`src/rtl/sys_defs.svh`:
```
// System-wide constants: datapath width, ROB tag width and ALU_FUNC encodings.
`ifndef SYS_DEFS_SVH
`define SYS_DEFS_SVH

`define XLEN       32
`define TAG_W      5
`define ALU_FUNC_W 6

`define ALU_BEQ  6'h0e
`define ALU_BNE  6'h0f
`define ALU_BLT  6'h10
`define ALU_BGE  6'h11
`define ALU_BLTU 6'h12
`define ALU_BGEU 6'h13
`define ALU_JAL  6'h14
`define ALU_JALR 6'h15

`endif

```
`src/rtl/branch_resolve_unit_pkg.sv`:
```
// Shared types for branch_resolve_unit (optional BRU_STATS_EN adds pop counters in the top).
`include "sys_defs.svh"

package branch_resolve_unit_pkg;

   localparam int FUNC_W = `ALU_FUNC_W;

   typedef enum logic [FUNC_W-1:0] {
      FUNC_BEQ  = `ALU_BEQ,
      FUNC_BNE  = `ALU_BNE,
      FUNC_BLT  = `ALU_BLT,
      FUNC_BGE  = `ALU_BGE,
      FUNC_BLTU = `ALU_BLTU,
      FUNC_BGEU = `ALU_BGEU,
      FUNC_JAL  = `ALU_JAL,
      FUNC_JALR = `ALU_JALR
   } alu_func_e;

   function automatic logic is_jump(input logic [FUNC_W-1:0] func);
      return (func == FUNC_JAL) || (func == FUNC_JALR);
   endfunction

endpackage

```
`src/rtl/bru_resolve_comb.sv`:
```
// Combinational branch resolution: condition, taken target, link value and mispredict flag.
`include "sys_defs.svh"

module bru_resolve_comb
   import branch_resolve_unit_pkg::*;
#(
   parameter int XLEN = `XLEN
)(
   input  logic [FUNC_W-1:0] func,
   input  logic [XLEN-1:0]   pc,
   input  logic [XLEN-1:0]   imm,
   input  logic [XLEN-1:0]   rs1,
   input  logic [XLEN-1:0]   rs2,
   input  logic              pred_taken,
   input  logic [XLEN-1:0]   pred_target,
   output logic              taken,
   output logic [XLEN-1:0]   target,
   output logic [XLEN-1:0]   wb_data,
   output logic              mispredict
);

   logic [XLEN-1:0] link;
   logic [XLEN-1:0] br_target;
   logic [XLEN-1:0] jalr_sum;
   logic [XLEN-1:0] jalr_target;
   logic [XLEN-1:0] taken_target;
   logic            cond;

   assign link        = pc + XLEN'(4);
   assign br_target   = pc + imm;
   assign jalr_sum    = rs1 + imm;
   assign jalr_target = {jalr_sum[XLEN-1:1], 1'b0};

   always_comb begin
      cond = 1'b0;
      case (func)
         FUNC_BEQ:            cond = (rs1 == rs2);
         FUNC_BNE:            cond = (rs1 != rs2);
         FUNC_BLT:            cond = ($signed(rs1) <  $signed(rs2));
         FUNC_BGE:            cond = ($signed(rs1) >= $signed(rs2));
         FUNC_BLTU:           cond = (rs1 <  rs2);
         FUNC_BGEU:           cond = (rs1 >= rs2);
         FUNC_JAL, FUNC_JALR: cond = 1'b1;
         default:             cond = 1'b0;
      endcase
   end

   assign taken_target = (func == FUNC_JALR) ? jalr_target : br_target;

   assign taken      = cond;
   assign target     = cond ? taken_target : link;
   assign wb_data    = is_jump(func) ? link : '0;
   // A correct direction with a wrong target still needs a redirect.
   assign mispredict = (cond != pred_taken) || (cond && (taken_target != pred_target));

endmodule

```
`src/rtl/branch_resolve_unit.sv`:
```
// Branch resolve unit: resolve, STAGES-deep pipeline, credit-managed output FIFO.
// Define BRU_STATS_EN to add the stat_resolved / stat_mispred pop counters.
`include "sys_defs.svh"

module branch_resolve_unit
   import branch_resolve_unit_pkg::*;
#(
   parameter int XLEN      = `XLEN,
   parameter int TAG_W     = `TAG_W,
   parameter int STAGES    = 2,
   parameter int OUT_DEPTH = 2
)(
   input  logic              clock,
   input  logic              reset,
   input  logic              flush,
   input  logic              in_valid,
   output logic              in_ready,
   input  logic [FUNC_W-1:0] in_func,
   input  logic [XLEN-1:0]   in_pc,
   input  logic [XLEN-1:0]   in_imm,
   input  logic [XLEN-1:0]   in_rs1,
   input  logic [XLEN-1:0]   in_rs2,
   input  logic [TAG_W-1:0]  in_tag,
   input  logic              in_pred_taken,
   input  logic [XLEN-1:0]   in_pred_target,
   output logic              out_valid,
   input  logic              out_ready,
   output logic [TAG_W-1:0]  out_tag,
   output logic [XLEN-1:0]   out_wb_data,
   output logic              out_taken,
   output logic [XLEN-1:0]   out_target,
   output logic              out_mispredict
`ifdef BRU_STATS_EN
   ,
   output logic [31:0]       stat_resolved,
   output logic [31:0]       stat_mispred
`endif
);

   localparam int PTR_W = (OUT_DEPTH > 1) ? $clog2(OUT_DEPTH) : 1;
   localparam int OCC_W = $clog2(OUT_DEPTH + 1);

   generate
      if (STAGES < 1 || STAGES > 4) begin : g_bad_stages
         $error("branch_resolve_unit: STAGES must be in 1..4");
      end
      if (OUT_DEPTH < STAGES) begin : g_bad_depth
         $error("branch_resolve_unit: OUT_DEPTH must be >= STAGES");
      end
   endgenerate

   typedef struct packed {
      logic [TAG_W-1:0] tag;
      logic [XLEN-1:0]  wb_data;
      logic             taken;
      logic [XLEN-1:0]  target;
      logic             mispredict;
   } res_t;

   function automatic logic [PTR_W-1:0] ptr_next(input logic [PTR_W-1:0] p);
      return (p == PTR_W'(OUT_DEPTH - 1)) ? '0 : p + 1'b1;
   endfunction

   logic              comb_taken;
   logic              comb_mispredict;
   logic [XLEN-1:0]   comb_target;
   logic [XLEN-1:0]   comb_wb_data;
   res_t              res_comb;

   logic [STAGES:1]   vld_p;
   res_t              res_p [1:STAGES];

   res_t              fifo_mem [OUT_DEPTH];
   logic [PTR_W-1:0]  wr_ptr;
   logic [PTR_W-1:0]  rd_ptr;
   logic [OCC_W-1:0]  fifo_cnt;
   logic [OCC_W-1:0]  occ;

   logic              xfer;
   logic              push;
   logic              pop;

   // Stage 0: combinational resolve of the issuing op
   bru_resolve_comb #(.XLEN(XLEN)) u_resolve (
      .func        (in_func),
      .pc          (in_pc),
      .imm         (in_imm),
      .rs1         (in_rs1),
      .rs2         (in_rs2),
      .pred_taken  (in_pred_taken),
      .pred_target (in_pred_target),
      .taken       (comb_taken),
      .target      (comb_target),
      .wb_data     (comb_wb_data),
      .mispredict  (comb_mispredict)
   );

   always_comb begin
      res_comb            = '0;
      res_comb.tag        = in_tag;
      res_comb.wb_data    = comb_wb_data;
      res_comb.taken      = comb_taken;
      res_comb.target     = comb_target;
      res_comb.mispredict = comb_mispredict;
   end

   // Credit covers pipeline plus FIFO, so a full FIFO can still accept if it pops this cycle.
   assign pop      = out_valid && out_ready;
   assign in_ready = (occ < OCC_W'(OUT_DEPTH)) || ((occ == OCC_W'(OUT_DEPTH)) && pop);
   assign xfer     = in_valid && in_ready;
   assign push     = vld_p[STAGES];

   // Stages 1..STAGES: free-running shift, no stall path
   always_ff @(posedge clock) begin
      if (reset || flush) begin
         vld_p <= '0;
      end else begin
         vld_p[1] <= xfer;
         for (int s = 2; s <= STAGES; s++) begin
            vld_p[s] <= vld_p[s-1];
         end
      end
   end

   always_ff @(posedge clock) begin
      res_p[1] <= res_comb;
      for (int s = 2; s <= STAGES; s++) begin
         res_p[s] <= res_p[s-1];
      end
   end

   // Output FIFO and occupancy credit
   always_ff @(posedge clock) begin
      if (push) begin
         fifo_mem[wr_ptr] <= res_p[STAGES];
      end
   end

   always_ff @(posedge clock) begin
      if (reset || flush) begin
         wr_ptr   <= '0;
         rd_ptr   <= '0;
         fifo_cnt <= '0;
         occ      <= '0;
      end else begin
         if (push) wr_ptr <= ptr_next(wr_ptr);
         if (pop)  rd_ptr <= ptr_next(rd_ptr);
         fifo_cnt <= fifo_cnt + OCC_W'(push) - OCC_W'(pop);
         occ      <= occ + OCC_W'(xfer) - OCC_W'(pop);
      end
   end

   assign out_valid      = (fifo_cnt != '0);
   assign out_tag        = out_valid ? fifo_mem[rd_ptr].tag        : '0;
   assign out_wb_data    = out_valid ? fifo_mem[rd_ptr].wb_data    : '0;
   assign out_taken      = out_valid ? fifo_mem[rd_ptr].taken      : 1'b0;
   assign out_target     = out_valid ? fifo_mem[rd_ptr].target     : '0;
   assign out_mispredict = out_valid ? fifo_mem[rd_ptr].mispredict : 1'b0;

`ifdef BRU_STATS_EN
   // Counters survive flush; only reset clears them.
   always_ff @(posedge clock) begin
      if (reset) begin
         stat_resolved <= '0;
         stat_mispred  <= '0;
      end else if (pop) begin
         stat_resolved <= stat_resolved + 32'd1;
         if (out_mispredict) stat_mispred <= stat_mispred + 32'd1;
      end
   end
`endif

endmodule

```
`config.mk`:
```
export PLATFORM = sky130hd
export DESIGN_NAME = branch_resolve_unit
export DESIGN_NICKNAME = d
export VERILOG_FILES = /design/src/rtl/branch_resolve_unit_pkg.sv /design/src/rtl/bru_resolve_comb.sv /design/src/rtl/branch_resolve_unit.sv
export VERILOG_INCLUDE_DIRS = /design/src /design/src/rtl
export SDC_FILE = /design/constraint.sdc
export NUM_CORES = 1
export LEC_CHECK = 0
export ABC_CLOCK_PERIOD_IN_PS = 6100
export BUFFER_PORTS_ARGS = -buffer_cell sky130_fd_sc_hd__buf_4
export CAP_MARGIN = 5
export CORE_ASPECT_RATIO = 0.6
export CORE_MARGIN = 3
export CORE_UTILIZATION = 61
export DETAILED_ROUTE_END_ITERATION = 10
export PLACE_DENSITY = 0.86
export SLEW_MARGIN = 0
export SYNTH_ARGS = -nofsm -noshare
export SYNTH_HDL_FRONTEND = slang
export SYNTH_SLANG_ARGS = --single-unit
export TNS_END_PERCENT = 10
```
`constraint.sdc`:
```
create_clock -name clock -period 6.1 [get_ports clock]
set_input_delay 0 -clock clock [delete_from_list [all_inputs] [get_ports clock]]
set_output_delay 0 -clock clock [all_outputs]
set_load 0.01 [all_outputs]
```
== Yosys cells after proc, flatten, opt, wreduce, memory -nomap -nowiden ==
Memories as Yosys holds them, arrays and structs flattened. A register that Yosys moved wholly into a read port is not among the register bits.
Index checks and enable logic that the tools add are counted.

* Register bits: 8
* Memory bits (writable): 284
* Input bits: 177
* Memories kept: 2

* Add/sub/neg operators: 9
* Order comparisons: 5
* Equal/unequal tests: 13
* Muxes and demuxes: 15
* Reductions and logical operators: 10

{| class="wikitable"
|+ Memories
! memory !! words !! width !! rd ports !! clocked after Yosys merged registers in !! wr ports !! line !! RTL
|-
| fifo_mem || 2 || 71 || 1 || 1 || 1 || branch_resolve_unit.sv:73 || <nowiki>res_t fifo_mem [OUT_DEPTH];</nowiki>
|-
| res_p || 2 || 71 || 2 || 0 || 2 || branch_resolve_unit.sv:71 || <nowiki>res_t res_p [1:STAGES];</nowiki>
|}

{| class="wikitable"
|+ Operators by type and width
! operator !! count
|-
| 32-bit 2-to-1 mux || 5
|-
| 32-bit adder || 2
|-
| 32-bit >= comparator || 2
|-
| 32-bit < comparator || 2
|-
| 32-bit inequality test || 2
|-
| 6-bit by 5-bit equality test with 1-bit output (second input constant) || 6
|-
| 32-bit by 3-bit adder with 32-bit output (second input constant) || 1
|-
| 32-bit equality test || 1
|-
| 6-bit by 4-bit equality test with 1-bit output (second input constant) || 2
|-
| 1-bit 2-to-1 mux || 8
|-
| 1-bit one-hot mux with 7 select lines || 1
|-
| 5-bit 2-to-1 mux || 1
|-
| 2-bit by 1-bit adder with 2-bit output || 2
|-
| 1-bit logical AND || 4
|-
| 1-bit logical OR || 4
|-
| 2-bit by 1-bit subtractor with 2-bit output || 2
|-
| 1-bit adder (second input constant) || 2
|-
| 2-bit equality test (second input constant) || 1
|-
| 2-bit < comparator (second input constant) || 1
|-
| 2-bit nonzero test || 1
|-
| 2-bit OR reduction || 1
|-
| 1-bit inequality test || 1
|}

== Depth between registers and ports, before layout ==
* Depth in word-level cells: 7
* Mapped depth: 15
* Gate-level depth less buffers: 14

== Cells and area by module ==
A second synthesis with hierarchy kept.

* Cells, all modules: 1,511
* Area total of the unflattened synthesis: 15,551.2 um^2

{| class="wikitable"
|+ By module, submodules not included
! module !! instances !! cells each !! area an instance (um^2)
|-
| branch_resolve_unit || 1 || 481 || 8,593.2
|-
| bru_resolve_comb || 1 || 1,030 || 6,957.9
|}

== Least setup slack after synthesis ==
OpenSTA, ideal clock, no wires.

* Kind: register to register
* From: register vld_p[2] (netlist bit)
* To: memory fifo_mem[0][0] (netlist bit) (enable)
* Library setup time: 509 ps
* Arrival time: 3,525 ps
* Required time: 5,591 ps
* Path slack: 2,066 ps
* Cell stages (with the launch flop): 2
* Path buffers: 0
* Period minus slack after synthesis: 4,034 ps
* Cells stage by stage: dfxtp_1 > nor2b_1

* Word-level cells in the longest chain between the ends: 2

{| class="wikitable"
|+ Ends and longest elaborated chain
! what !! line !! RTL
|-
| start: declaration || branch_resolve_unit.sv:70 || <nowiki>logic [STAGES:1] vld_p;</nowiki>
|-
| start signal: indexed assignment || branch_resolve_unit.sv:120 || <nowiki>vld_p[s] <= vld_p[s-1];</nowiki>
|-
| 1-bit 2-to-1 mux || branch_resolve_unit.sv:134 || <nowiki>if (push) begin</nowiki>
|-
| 1-bit 2-to-1 mux (implied by the code) || branch_resolve_unit.sv:135 || <nowiki>fifo_mem[wr_ptr] <= res_p[STAGES];</nowiki>
|-
| end: declaration || branch_resolve_unit.sv:73 ||
|}

No other way between the ends.

==> metrics <==
status=complete, no violations; Max rail drop VDD=0.232 mV; Die Ht=approximately 130 um; footprint of the multi-input gates=around 7100 um2; Max Root-Sink Buffers=3; R2R Path Start=fifo_cnt[1]; boundary pin count=250; crit path launch type=primary input; Layout Utilization=0.783; final WL=48.2 mm; Synth Flop Type=dfxtp_1; PortBufs=249; drt wl/cell=roughly 24 um; initial antenna violation count=1; critical path required time=between 6 and 7 ns; core box area=between 20,000 and 25,000 um2; Vias/cell=6.18; number of antenna repair diodes=0; post-cts resize count=0; final hold violations=0; Hold Path Class=primary input to flip-flop; Layout Nets=a little under 2,000; final worst slack=roughly 1.8 ns; gpl congestion=approximately 0.99; Post-synth EDFFs=approximately 140; most common cell after layout, fill and taps aside=buf_4; Max Clk Rate=around 230 MHz; CP arrival=about 4.7 ns; Least-Margin Pin Slew=roughly 1.2 ns; max-cap violations=0; RSZ-0062 raised after global routing=no; post-synthesis sequential area ratio=0.493; post-route design area=18,400 um2; routed via count=12,500; Pwr Total=between 0.004 and 0.005 W; post-synthesis cell area=approximately 15,000 um2; Final ANT Viol Nets=0; Tot GR Track Use=0.359; fillers=1,331; clock buffer count from CTS=26; Starting Density=0.630; synth warn=0; CP max FO=5; crit end category=flip-flop; Final HPWL DP=between 30 and 40 mm; crit path from=in_pc[3]; Leak=between 7 and 8 nW; clock slew at reported path FFs=0.07 ns; vias in the first global route=~12,000; most frequent cells in the layout=buf_4 (255), nor2_1 (165), dfxtp_1 (150), edfxtp_1 (142); global-route wire length before repair=about 73 mm; die area=~26,000 um2; clock root cell=clkbuf_16; setup bufs post-CTS=0; Pre-Repair DR Iteration Count=5; die width=a little over 200 um; post-synthesis cell count=1,402; Place WS=around 2.3 ns; Distinct cells, synth=73; Slew Limit Headroom=0.206; HP Start=in_pc[4]; DRC=0; layout cells sized above 1=0.191; DP Area=16,900 um2; Final Max Tran Viols=0; pin count of the biggest net entering global routing=between 70 and 80; DRT iter0 DRCs=between 1,000 and 1,500; area grow syn2layout=24.2%; register area=around 7300 um2; Tcrit/Tclk final=0.706; skew final=0.0266 ns; Synth Register Bits=approximately 290; CTS tree=built; Final Critical Period=~4.3 ns; kind of critical path=primary input to flip-flop; Avg Inst Size Synth=approximately 11 um2; number of H-tree levels=1; setup TNS=0 ns; CTS Sinks=~290; ratio of total power to cell area=262 nW/um2; Syn Nets=about 1,700; cell row count=43; clk_lat worst skew=about 0.54 ns; Async SR Flop Fraction=0; GR Overflow Total=0; Setup-failing EPs final=0
==> cell type report <==
type / instances / area share
clock inverter: 12 / 0.00722
sequential: 293 / 0.397
clock buffer: 35 / 0.0418
timing repair buffer: 310 / 0.134
multi-input combinational: 1003 / 0.387
tap: 315 / 0.0215
inverter: 56 / 0.0114
==> timing repair <==
| item | CTS | global route |
|---|---|---|
| endpoints found under the hold margin | 75 | 0 |
| hold buffers | 55 | 0 |
| setup endpoints to repair | 0 | 0 |
==> state kept, by name, summed over array words and instances (netlist names), named ones only <==
| name | flops |
|---|---|
| fifo_cnt | 2 |
| wr_ptr | 1 |
| vld_p | 2 |
| rd_ptr | 1 |
| fifo_mem | 142 |
| res_p | 142 |
| occ | 2 |
==> layer usage <==
layer / track usage / wire [um] / up-vias
met5: 0 / 13 / -
met4: 0.104 / 1500 / 2
met3: 0.0759 / 4970 / 112
met2: 0.578 / 21700 / 813
met1: 0.496 / 20000 / 5956
li1: - / - / 5627
==> power by group <==
part           switching, W  internal, W  leakage (nW)
clock              0.000754      0.00101         0.450
combinational      0.000511     0.000380          4.70
sequential        0.0000337      0.00212          2.42
==> synthesized netlist by cell type (all sizes together) (3+ instances only) <==
library cell | count | area (um2)
o21a | 8 | 60.1
nand4 | 31 | 200
o31ai | 3 | 22.5
a211oi | 17 | 148
nand2b | 4 | 25.0
dfxtp | 151 | 3020
a31oi | 11 | 68.8
xor2 | 67 | 587
a21oi | 90 | 462
nor2 | 167 | 627
nor4 | 5 | 37.5
nand3 | 29 | 145
a221oi | 3 | 38.8
and2 | 9 | 56.3
ha | 98 | 1230
mux2 | 5 | 56.3
o21bai | 7 | 52.6
o41ai | 3 | 26.3
o21ai | 53 | 265
mux2i | 99 | 1000
buf | 15 | 72.6
edfxtp | 142 | 4260
nand3b | 4 | 30.0
nor3 | 19 | 95.1
o211ai | 9 | 67.6
nor2b | 11 | 68.8
nand2 | 85 | 319
a21o | 42 | 315
xnor2 | 63 | 552
o221ai | 4 | 47.6
a21boi | 4 | 33.8
clkbuf | 35 | 131
inv | 56 | 210
nor3b | 3 | 22.5
and3 | 15 | 93.8
==> per-stage QoR <==
stage               instances  hold WS, ns
floorplan                1402       0.0277
global placement         1922        0.104
detailed placement       1922        0.106
CTS                      2024      0.00298
global route             2024       0.0204
finish                   2024       0.0238
==> final timing paths <==
| path | end | slack, ns | depth (start not counted) |
|---|---|---|---|
| worst max register to register | occ[1] | 3.59 | 11 |
| worst min register to register | res_p[2][66] | 0.33 | 0 |
| worst min-delay path | res_p[1][39] | 0.02 | 4 |
| worst max-delay path | res_p[1][0] | 1.79 | 16 |
==> worst max-delay path, stage by stage <==
cell and delay (ns):
dlygate4sd3_1 0.55, buf_4 0.16, ha_1 0.36, nand3_1 0.11, o211ai_1 0.45, a21oi_1 0.25, o31ai_1 0.45, a31oi_1 0.28
xnor2_1 0.37, xnor2_1 0.19, o31ai_1 0.10, a221oi_1 0.24, mux2i_1 0.16, nor4_1 0.32, a32oi_1 0.14, dlygate4sd3_1 0.60
==> kinds of logic (layout without fill, tap and decap cells) <==
logic type,count (synthesis),count (layout),share of synthesized area
adders and majority gates,100,100,0.0856
buffers and inverters,106,413,0.0280
DFF,293,293,0.493
and+or+nand+nor,397,397,0.125
xor gates and xnor gates,130,130,0.0770
AOI/OAI and AO/OA,272,272,0.120
muxes,104,104,0.0717
(Power assumes the default switching activity.)
